$ cat src/rtl/trng_pkg.sv
`default_nettype none
// ============================================================================
//  Module      : trng_pkg
//  Description : Shared types and constants for the TRNG controller slice.
//                Holds the controller FSM state encoding, the default word
//                width / warm-up / divider-width constants and a small
//                counter-width helper.
//  Revision    : 1.0 - initial release
// ============================================================================
package trng_pkg;

    // Controller states
    typedef enum logic [1:0] {
        ST_IDLE    = 2'd0,
        ST_WARMUP  = 2'd1,
        ST_COLLECT = 2'd2,
        ST_OUTPUT  = 2'd3
    } trng_state_t;

    localparam int unsigned c_width_default  = 32;
    localparam int unsigned c_warmup_default = 64;
    localparam int unsigned c_div_w_default  = 8;

    // Bits needed for a counter running 0..n-1, never less than one bit.
    function automatic int unsigned clog2_min1(input int unsigned n);
        return (n <= 2) ? 1 : $clog2(n);
    endfunction

endpackage : trng_pkg
`default_nettype wire

$ cat src/rtl/trng_vn_debias.sv
`default_nettype none
// ============================================================================
//  Module      : trng_vn_debias
//  Description : von Neumann pair extractor. Consecutive strobed bits are
//                grouped into (first, second) pairs; an unequal pair emits
//                the first bit, an equal pair emits nothing.
//  Ports       : clk, rst_n    - clock, async active-low reset
//                clear_i       - drop any half-formed pair (pairing restart)
//                strobe_i      - bit_i is a new sample this cycle
//                bit_i         - sampled raw bit
//                emit_o        - a debiased bit is available this cycle
//                emit_bit_o    - the debiased bit (valid with emit_o)
//  Revision    : 1.0 - initial release
// ============================================================================
module trng_vn_debias (
    input  logic clk,
    input  logic rst_n,
    input  logic clear_i,
    input  logic strobe_i,
    input  logic bit_i,
    output logic emit_o,
    output logic emit_bit_o
);

    logic r_have_first;   // first half of a pair is held in r_first
    logic r_first;

    always_ff @(posedge clk or negedge rst_n) begin
        if (!rst_n) begin
            r_have_first <= 1'b0;
            r_first      <= 1'b0;
        end else if (clear_i) begin
            r_have_first <= 1'b0;
            r_first      <= 1'b0;
        end else if (strobe_i) begin
            if (!r_have_first) begin
                r_have_first <= 1'b1;
                r_first      <= bit_i;
            end else begin
                // pair complete: always start a fresh pair next strobe
                r_have_first <= 1'b0;
            end
        end
    end

    // Emission is combinational so the consumer can shift on the same edge
    // that completes the pair.
    assign emit_o     = strobe_i && !clear_i && r_have_first && (r_first != bit_i);
    assign emit_bit_o = r_first;

endmodule : trng_vn_debias
`default_nettype wire

$ cat src/rtl/trng_ctrl.sv
`default_nettype none
// ============================================================================
//  Module      : trng_ctrl
//  Description : Controller for an external ring-oscillator TRNG macro.
//                Enables the macro, waits WARMUP cycles for it to settle,
//                samples its output every (div+1) cycles, optionally applies
//                von Neumann debiasing, and presents WIDTH-bit words on a
//                valid/ready interface.
//  Ports       : clk, rst_n    - clock, async active-low reset
//                enable_i      - level request to run the generator
//                div_i         - sample period minus one (latched on start)
//                debias_i      - 1 = von Neumann, 0 = raw (latched on start)
//                trng_en_o     - enable to the TRNG macro
//                trng_i        - raw bit from the TRNG macro (same clock)
//                data_o        - random word, zero while valid_o is low
//                valid_o       - data_o valid
//                ready_i       - consumer accept
//                busy_o        - controller not idle
//  Revision    : 1.0 - initial release
// ============================================================================
module trng_ctrl
    import trng_pkg::*;
#(
    parameter int unsigned WIDTH  = c_width_default,
    parameter int unsigned WARMUP = c_warmup_default,
    parameter int unsigned DIV_W  = c_div_w_default
) (
    input  logic             clk,
    input  logic             rst_n,
    input  logic             enable_i,
    input  logic [DIV_W-1:0] div_i,
    input  logic             debias_i,
    output logic             trng_en_o,
    input  logic             trng_i,
    output logic [WIDTH-1:0] data_o,
    output logic             valid_o,
    input  logic             ready_i,
    output logic             busy_o
);

    localparam int unsigned c_warm_w = clog2_min1(WARMUP);
    localparam int unsigned c_cnt_w  = clog2_min1(WIDTH);

    trng_state_t          r_state;
    trng_state_t          w_state_nxt;

    logic [c_warm_w-1:0]  r_warm_cnt;
    logic [DIV_W-1:0]     r_div_cnt;
    logic [c_cnt_w-1:0]   r_bit_cnt;
    logic [WIDTH-1:0]     r_shift;
    logic [DIV_W-1:0]     r_div;
    logic                 r_debias;

    logic                 w_run_collect;
    logic                 w_strobe;
    logic                 w_vn_clear;
    logic                 w_vn_emit;
    logic                 w_vn_bit;
    logic                 w_shift_en;
    logic                 w_shift_bit;
    logic                 w_warm_done;
    logic                 w_word_done;

    // ------------------------------------------------------------------
    // Sample strobe and bit source
    // ------------------------------------------------------------------
    // Collection only advances while still requested; a drop of enable_i
    // in COLLECT aborts on this edge without touching the datapath.
    assign w_run_collect = (r_state == ST_COLLECT) && enable_i;
    assign w_strobe      = w_run_collect && (r_div_cnt == r_div);
    assign w_warm_done   = (r_warm_cnt == c_warm_w'(WARMUP - 1));

    // Holding the extractor clear outside COLLECT restarts pairing on
    // every COLLECT entry (from WARMUP or after a transfer).
    assign w_vn_clear    = !w_run_collect;

    trng_vn_debias u_vn_debias (
        .clk        (clk),
        .rst_n      (rst_n),
        .clear_i    (w_vn_clear),
        .strobe_i   (w_strobe),
        .bit_i      (trng_i),
        .emit_o     (w_vn_emit),
        .emit_bit_o (w_vn_bit)
    );

    assign w_shift_en  = r_debias ? w_vn_emit : w_strobe;
    assign w_shift_bit = r_debias ? w_vn_bit  : trng_i;
    assign w_word_done = w_shift_en && (r_bit_cnt == c_cnt_w'(WIDTH - 1));

    // ------------------------------------------------------------------
    // FSM state register
    // ------------------------------------------------------------------
    always_ff @(posedge clk or negedge rst_n) begin
        if (!rst_n) begin
            r_state <= ST_IDLE;
        end else begin
            r_state <= w_state_nxt;
        end
    end

    // ------------------------------------------------------------------
    // FSM next state and outputs
    // ------------------------------------------------------------------
    always_comb begin
        w_state_nxt = r_state;
        trng_en_o   = 1'b0;
        valid_o     = 1'b0;
        busy_o      = 1'b0;
        data_o      = '0;

        unique case (r_state)
            ST_IDLE: begin
                if (enable_i) begin
                    w_state_nxt = ST_WARMUP;
                end
            end
            ST_WARMUP: begin
                trng_en_o = 1'b1;
                busy_o    = 1'b1;
                if (!enable_i) begin
                    w_state_nxt = ST_IDLE;
                end else if (w_warm_done) begin
                    w_state_nxt = ST_COLLECT;
                end
            end
            ST_COLLECT: begin
                trng_en_o = 1'b1;
                busy_o    = 1'b1;
                if (!enable_i) begin
                    w_state_nxt = ST_IDLE;
                end else if (w_word_done) begin
                    w_state_nxt = ST_OUTPUT;
                end
            end
            ST_OUTPUT: begin
                // The shift register is frozen here, so it is the word.
                trng_en_o = 1'b1;
                busy_o    = 1'b1;
                valid_o   = 1'b1;
                data_o    = r_shift;
                if (ready_i) begin
                    w_state_nxt = enable_i ? ST_COLLECT : ST_IDLE;
                end
            end
            default: begin
                w_state_nxt = ST_IDLE;
            end
        endcase
    end

    // ------------------------------------------------------------------
    // Datapath: configuration latch, counters, shift register
    // ------------------------------------------------------------------
    always_ff @(posedge clk or negedge rst_n) begin
        if (!rst_n) begin
            r_div      <= '0;
            r_debias   <= 1'b0;
            r_warm_cnt <= '0;
            r_div_cnt  <= '0;
            r_bit_cnt  <= '0;
            r_shift    <= '0;
        end else begin
            // Configuration is captured only on the start edge.
            if ((r_state == ST_IDLE) && enable_i) begin
                r_div    <= div_i;
                r_debias <= debias_i;
            end

            if ((r_state == ST_WARMUP) && enable_i && !w_warm_done) begin
                r_warm_cnt <= r_warm_cnt + c_warm_w'(1);
            end else begin
                r_warm_cnt <= '0;
            end

            // Counters sit at zero outside COLLECT, so every COLLECT entry
            // starts a clean divider period and an empty word.
            if (w_run_collect) begin
                r_div_cnt <= w_strobe ? '0 : (r_div_cnt + DIV_W'(1));
                if (w_shift_en) begin
                    r_bit_cnt <= w_word_done ? '0 : (r_bit_cnt + c_cnt_w'(1));
                    r_shift   <= {r_shift[WIDTH-2:0], w_shift_bit};
                end
            end else begin
                r_div_cnt <= '0;
                r_bit_cnt <= '0;
            end
        end
    end

endmodule : trng_ctrl
`default_nettype wire

$ cat config.mk
export PLATFORM = sky130hd
export DESIGN_NAME = trng_ctrl
export DESIGN_NICKNAME = d
export VERILOG_FILES = /design/src/rtl/trng_pkg.sv /design/src/rtl/trng_vn_debias.sv /design/src/rtl/trng_ctrl.sv
export SDC_FILE = /design/constraint.sdc
export NUM_CORES = 1
export LEC_CHECK = 0
export ABC_AREA = 0
export BUFFER_PORTS_ARGS = -buffer_cell sky130_fd_sc_hd__buf_2
export CAP_MARGIN = 15
export CORE_MARGIN = 5
export CORE_UTILIZATION = 32
export DETAILED_ROUTE_END_ITERATION = 7
export HOLD_SLACK_MARGIN = 0.15
export PLACE_DENSITY = 0.5
export SYNTH_ARGS = -nofsm -noshare
export SYNTH_HDL_FRONTEND = slang
export SYNTH_SLANG_ARGS = --single-unit
$ cat constraint.sdc
create_clock -name clk -period 1.8 [get_ports clk]
set_input_delay 0.27 -clock clk [delete_from_list [all_inputs] [get_ports clk]]
set_output_delay 0.27 -clock clk [all_outputs]
set_load 0.01 [all_outputs]
---- Word-level counts from Yosys, hierarchy flattened ----
Cells that the tools add are included.
cells by class
  add/subtract/negate cells ............... 3
  equality and inequality tests ........... 14
  muxes and demuxes ....................... 25
  reductions and logical operators ........ 15
operators with widths
  kind                   number
  $mux W32               1
  $mux W8                2
  $mux W5                3
  $mux W2                7
  $mux W1                10
  $logic_and A1 B1 Y1    9
  $add A8 B1 Y8 const B  1
  $eq A8 B8 Y1           1
  $pmux W2 S4            1
  $add A6 B1 Y6 const B  1
  $eq A6 B6 Y1 const B   1
  $mux W6                1
  $ne A2 B2 Y1 const B   3
  $ne A3 B3 Y1 const B   2
  $add A5 B1 Y5 const B  1
  $eq A5 B5 Y1 const B   1
  $eq A2 B2 Y1 const B   2
  $ne A2 B1 Y1 const B   2
  $reduce_and A2 Y1      2
  $reduce_and A4 Y1      1
  $reduce_or A3 Y1       1
  $eq A2 B1 Y1 const B   1
  $logic_not A2 Y1       1
  $logic_not A1 Y1       1
  $ne A1 B1 Y1           1
storage, ports and cells
  register bits ........................... 64
  bits of input ports ..................... 14

---- Logic depth before layout (Yosys ltp) ----
  word-level depth ........................ 11
  gate-level depth with buffers ........... 6

---- Modules after synthesis ----
A second synthesis with hierarchy kept.
second synthesis, totals
  cells, all modules ...................... 254
  area total of the unflattened synthesis .. 2996.6 µm²
by module, submodules not included
  module          instances  cells each  area an instance (µm²)  sequential area each (µm²)
  trng_ctrl       1          243         2887.8                  1551.5
  trng_vn_debias  1          11          108.9                   50.0

---- Least setup slack after synthesis ----
No wires, ideal clock.
  path type ............................... register -> register
  start point ............................. register r_div_cnt[0]
  end point ............................... register r_shift[10]
  setup time .............................. 0.125 ns
  data arrival time ....................... 1.748 ns
  data required time ...................... 1.675 ns
  slack ................................... -0.072 ns
  stages on the path, launching flop included .. 6
  cell sequence ........................... dfrtp_1 xnor2_1 nand4_1 nor4_4 buf_6 mux2_2
between the ends
  cells in the longest elaborated chain, start to end .. 7
RTL lines
  element                           line                  source
  start, declared                   trng_ctrl.sv:48       logic [DIV_W-1:0] r_div_cnt;
  start signal, assigned            trng_ctrl.sv:179      r_div_cnt <= w_strobe ? '0 : (r_div_cnt + DIV_W'(1));
  $eq A8 B8 Y1 (*)                  trng_ctrl.sv:70       assign w_strobe = w_run_collect && (r_div_cnt == r_div);
  $logic_and A1 B1 Y1 (*)           trng_ctrl.sv:70
  $logic_and A1 B1 Y1 (3 in a row)  trng_vn_debias.sv:48  assign emit_o = strobe_i && !clear_i && r_have_first && (r_first != bit_i);
  $mux W1 (*)                       trng_ctrl.sv:87       assign w_shift_en = r_debias ? w_vn_emit : w_strobe;
  $reduce_and A2 Y1 (no line) (*)   n/a
  end signal, assigned              trng_ctrl.sv:182      r_shift <= {r_shift[WIDTH-2:0], w_shift_bit};
  end, declared                     trng_ctrl.sv:50       logic [WIDTH-1:0] r_shift;
Every way passes the cells marked *; elsewhere a longest branch is shown, timed or not.
A chain may end at the register's enable or synchronous reset.

---- Worst setup path after layout ----
  start point ............................. register u_vn_debias.r_first (netlist: u_vn_debias.emit_bit_o)
  end point ............................... register r_shift[7]
between the ends
  cells in the longest elaborated chain, start to end .. 4
RTL lines
  element                      line                  source
  start, declared              trng_vn_debias.sv:26  logic r_first;
  start signal, assigned       trng_vn_debias.sv:38  r_first <= bit_i;
  $ne A1 B1 Y1                 trng_vn_debias.sv:48
  $logic_and A1 B1 Y1          trng_vn_debias.sv:48
  $mux W1                      trng_ctrl.sv:87
  $reduce_and A2 Y1 (no line)  n/a
No other way between the ends.

==> run_results.csv <==
group,metric,value,unit
cells_and_area,fin_nets,351,
clocking,cts_buffer_depth,2,
placed_design,gp_congestion,0.718,
global_route,antenna_found_initial,0,
timing,whs,0.162,ns
setup_path,reg2reg_from,"u_vn_debias.emit_bit_o$_DFFE_PN0P_",
clocking,clk_pin_slew,0.08,ns
setup_path,cp_slowest_cell,"dfrtp_1",
yosys,ys_types,36,
timing,skew,0.0112,ns
min_path,hold_depth,2,
global_route,grt.overflow.total,0,
routing,drt-initial-drc-count,61,
routing,via_per_inst,4.62,
placed_design,dp_cells,443,
timing,fin_crit,1.82,ns
floorplanning,die_height,107,um
clocking,cts_buffers,9,
setup_path,ff2ff_setup_slack,-0.02,ns
cells_and_area,final_util,0.437,
min_path,hp-start,"div_i[4]",
floorplanning,row_count,35,
routing,ant_nets,0,
clocking,cts_tree,"built",
yosys,synth.cell_area,3040,sq um
setup_path,ff2ff_path_depth,6,
routing,vias,2158,
setup_path,crit_type,"reg2reg",
timing,setup_slack,-0.0198,ns
min_path,min_path_type,"in2reg",
setup_path,r2r-end,"r_shift[7]$_DFFE_PN0P_",
pwr,power.total,0.00311,W
timing,hold_viol_final,0,
global_route,grt_usage,0.117,
placed_design,dp_hpwl,4250,um
global_route,grt_pass1_wl,10600,um
timing,max_slew.worst_pin.slew,0.346,ns
routing,first_pass_iters,4,
yosys,async_flop_share,1.00,
setup_path,worstPathMaxFanout,8,
yosys,syn-mean-instance-area,11.8,sq um
yosys,yosysTopAreaCell,"dfrtp_1",
clocking,root_buffer,"clkbuf_8",
placed_design,pre_cts_ws,-0.0578,ns
pwr,power_per_cell_area,771,nW/um^2
floorplanning,start_util,0.329,
global_route,grt_max_degree,65,
floorplanning,die_w,107,um
cells_and_area,fillCellCount,903,
yosys,synth_top_area_frac,0.527,
routing,drcViolationCount,0,
cells_and_area,layout-drive-gt1-share,0.420,
placed_design,numPortBuffers,48,
min_path,hold_end,"r_div[4]$_DFFE_PN0P_",
yosys,yosysWarnings,0,
outcome,violations,"negative setup slack",
yosys,ys.flop_type,"dfrtp_1",
pwr,p_leak,2.04,nW
yosys,synthCells,258,
routing,drt-total-wl,6540,um
yosys,yosysSeqAreaShare,0.527,
clocking,insertion_delay,0.34,ns
yosys,synth-edff-count,0,
setup_path,crit_family,"flip-flops",
setup_path,cp_data_arrival_time,2.05,ns
cells_and_area,stdcell_count,467,
cells_and_area,seq_area,1600,sq um
run,drv_cap,0,
setup_path,slowest_delay,0.42,ns
setup_path,path_depth,6,
setup_path,path_cells,"xnor2_2, o21a_1, nor4_4, buf_6, buf_8, mux2_2",
cells_and_area,multi_input_area,1490,sq um
yosys,ys_ff_latch,64,
yosys,ys_top_cells_by_area,"dfrtp_1 (53%), mux2_2 (14%), and3_1 (7.2%)",
setup_path,crit_required,2.03,ns
pwr,peakVddDrop,0.000381,V
yosys,synthesis.nets,276,
yosys,synthTopCellsByCount,"dfrtp_1 (64), mux2_2 (38), and3_1 (35), nor2_1 (18), nand3_1 (13)",
timing,setup_violations,20,
global_route,first_global_vias,2180,
setup_path,critPathLaunchType,"register",
setup_path,worst-path-buf-inv,2,
clocking,h-tree-depth,3,
floorplanning,core-area,9240,sq um
floorplanning,design.die.area,11600,sq um
yosys,yosysMostFrequentCell,"dfrtp_1",
timing,final_max_slew_viol_count,0,
cells_and_area,n_antenna_cell,0,
cells_and_area,area_growth,32.9,%
floorplanning,ioPinCount,49,
timing,relSlewSlack,0.769,
setup_path,crit_path_start,"u_vn_debias.emit_bit_o$_DFFE_PN0P_",
timing,timing.fmax,0.550,GHz
timing,rsz0062_at_grt,"yes",
routing,wl_per_cell,14.0,um
timing,period_share,1.01,
clocking,numClockSinks,64,
setup_path,cp-end-kind,"register",
outcome,outcome,"finished with violations",
worst max path at each step:
stage	to	slack, ns
after floorplan	r_shift[10]$_DFFE_PN0P_	-0.04
after global placement	r_shift[23]$_DFFE_PN0P_	-0.04
after detailed placement	r_shift[6]$_DFFE_PN0P_	-0.06
after CTS	r_shift[17]$_DFFE_PN0P_	-0.05
after global routing	r_shift[14]$_DFFE_PN0P_	-0.07
final	r_shift[7]$_DFFE_PN0P_	-0.02
cells by family after synthesis:
family | share of synthesized area
AND/OR/NAND/NOR | 0.172
multiplexers | 0.169
XOR/XNOR | 0.0547
flip-flops | 0.527
buffers and inverters | 0.0309
AO/OA/AOI/OAI | 0.0300
adder cells (fa/ha/maj) | 0.0165
registers in the layout (all words and copies together), names as in the netlist:
signal and flops:
r_state 2, r_bit_cnt 5, r_div_cnt 8, u_vn_debias.r_have_first 1, u_vn_debias.emit_bit_o 1, r_warm_cnt 6, r_div 8, r_shift 32
r_debias 1
power by group:
group | leakage, nW | internal [W] | switching [W]
Combinational | 1.05 | 0.000103 | 0.000103
Sequential | 0.871 | 0.00147 | 0.0000281
Clock | 0.117 | 0.000825 | 0.000585
layer usage:
metal  global-route usage  vias to the layer above  share of wire
met2                0.172                       27           0.46
met3               0.0252                       10          0.024
met5                    0                        -              0
li1                     -                     1065              -
met4               0.0622                        0          0.020
met1                0.161                     1056           0.49
stage by stage:
stage | instance area, sq um | setup TNS, ns
2_1_floorplan | 3060 | -1.08
3_3_place_gp | 3560 | -1.27
3_5_place_dp | 3560 | -1.48
4_1_cts | 3820 | -1.18
5_1_grt | 4040 | -1.82
6_report | 4040 | -0.178
cells in the final DEF (no fill, tap or decap), drive strengths merged:
cell type	synthesis	routed
o2bb2ai	1	1
nand3	13	13
nand4	4	4
o41ai	1	1
and4	2	2
xnor2	12	12
nor2b	1	1
nor2	18	18
or3	1	1
and2	1	1
nand3b	1	1
clkbuf	9	12
xor2	7	7
o21ai	5	5
mux2i	4	4
a21oi	3	3
or2	2	2
o21ba	1	1
nor3b	2	2
ha	4	4
o21a	1	1
dlygate4sd3	0	3
clkinv	0	3
bufinv	0	2
nor3	1	1
nor4	2	2
nand2	10	10
inv	5	6
buf	4	72
mux2	42	42
a22oi	1	1
dfrtp	64	64
and3	35	35
a2111oi	1	1
final cells by class:
cell class | instances | area share
well taps | 129 | 0.0400
flip-flops and latches | 64 | 0.396
multi-input cells | 176 | 0.369
inverters | 5 | 0.00465
clock inverters | 6 | 0.0226
repair buffers | 77 | 0.133
clock buffers | 10 | 0.0341
repair_timing:
action                                 4_1_cts  5_1_grt
gates cloned                                 0        3
hold buffers                                 2        1
setup endpoints to repair                   32       34
endpoints found under the hold margin       65        1
setup buffers                                0        2
gates resized for setup                      1       34
pin swaps                                    0        6
Power figures use the tool's default switching activity.
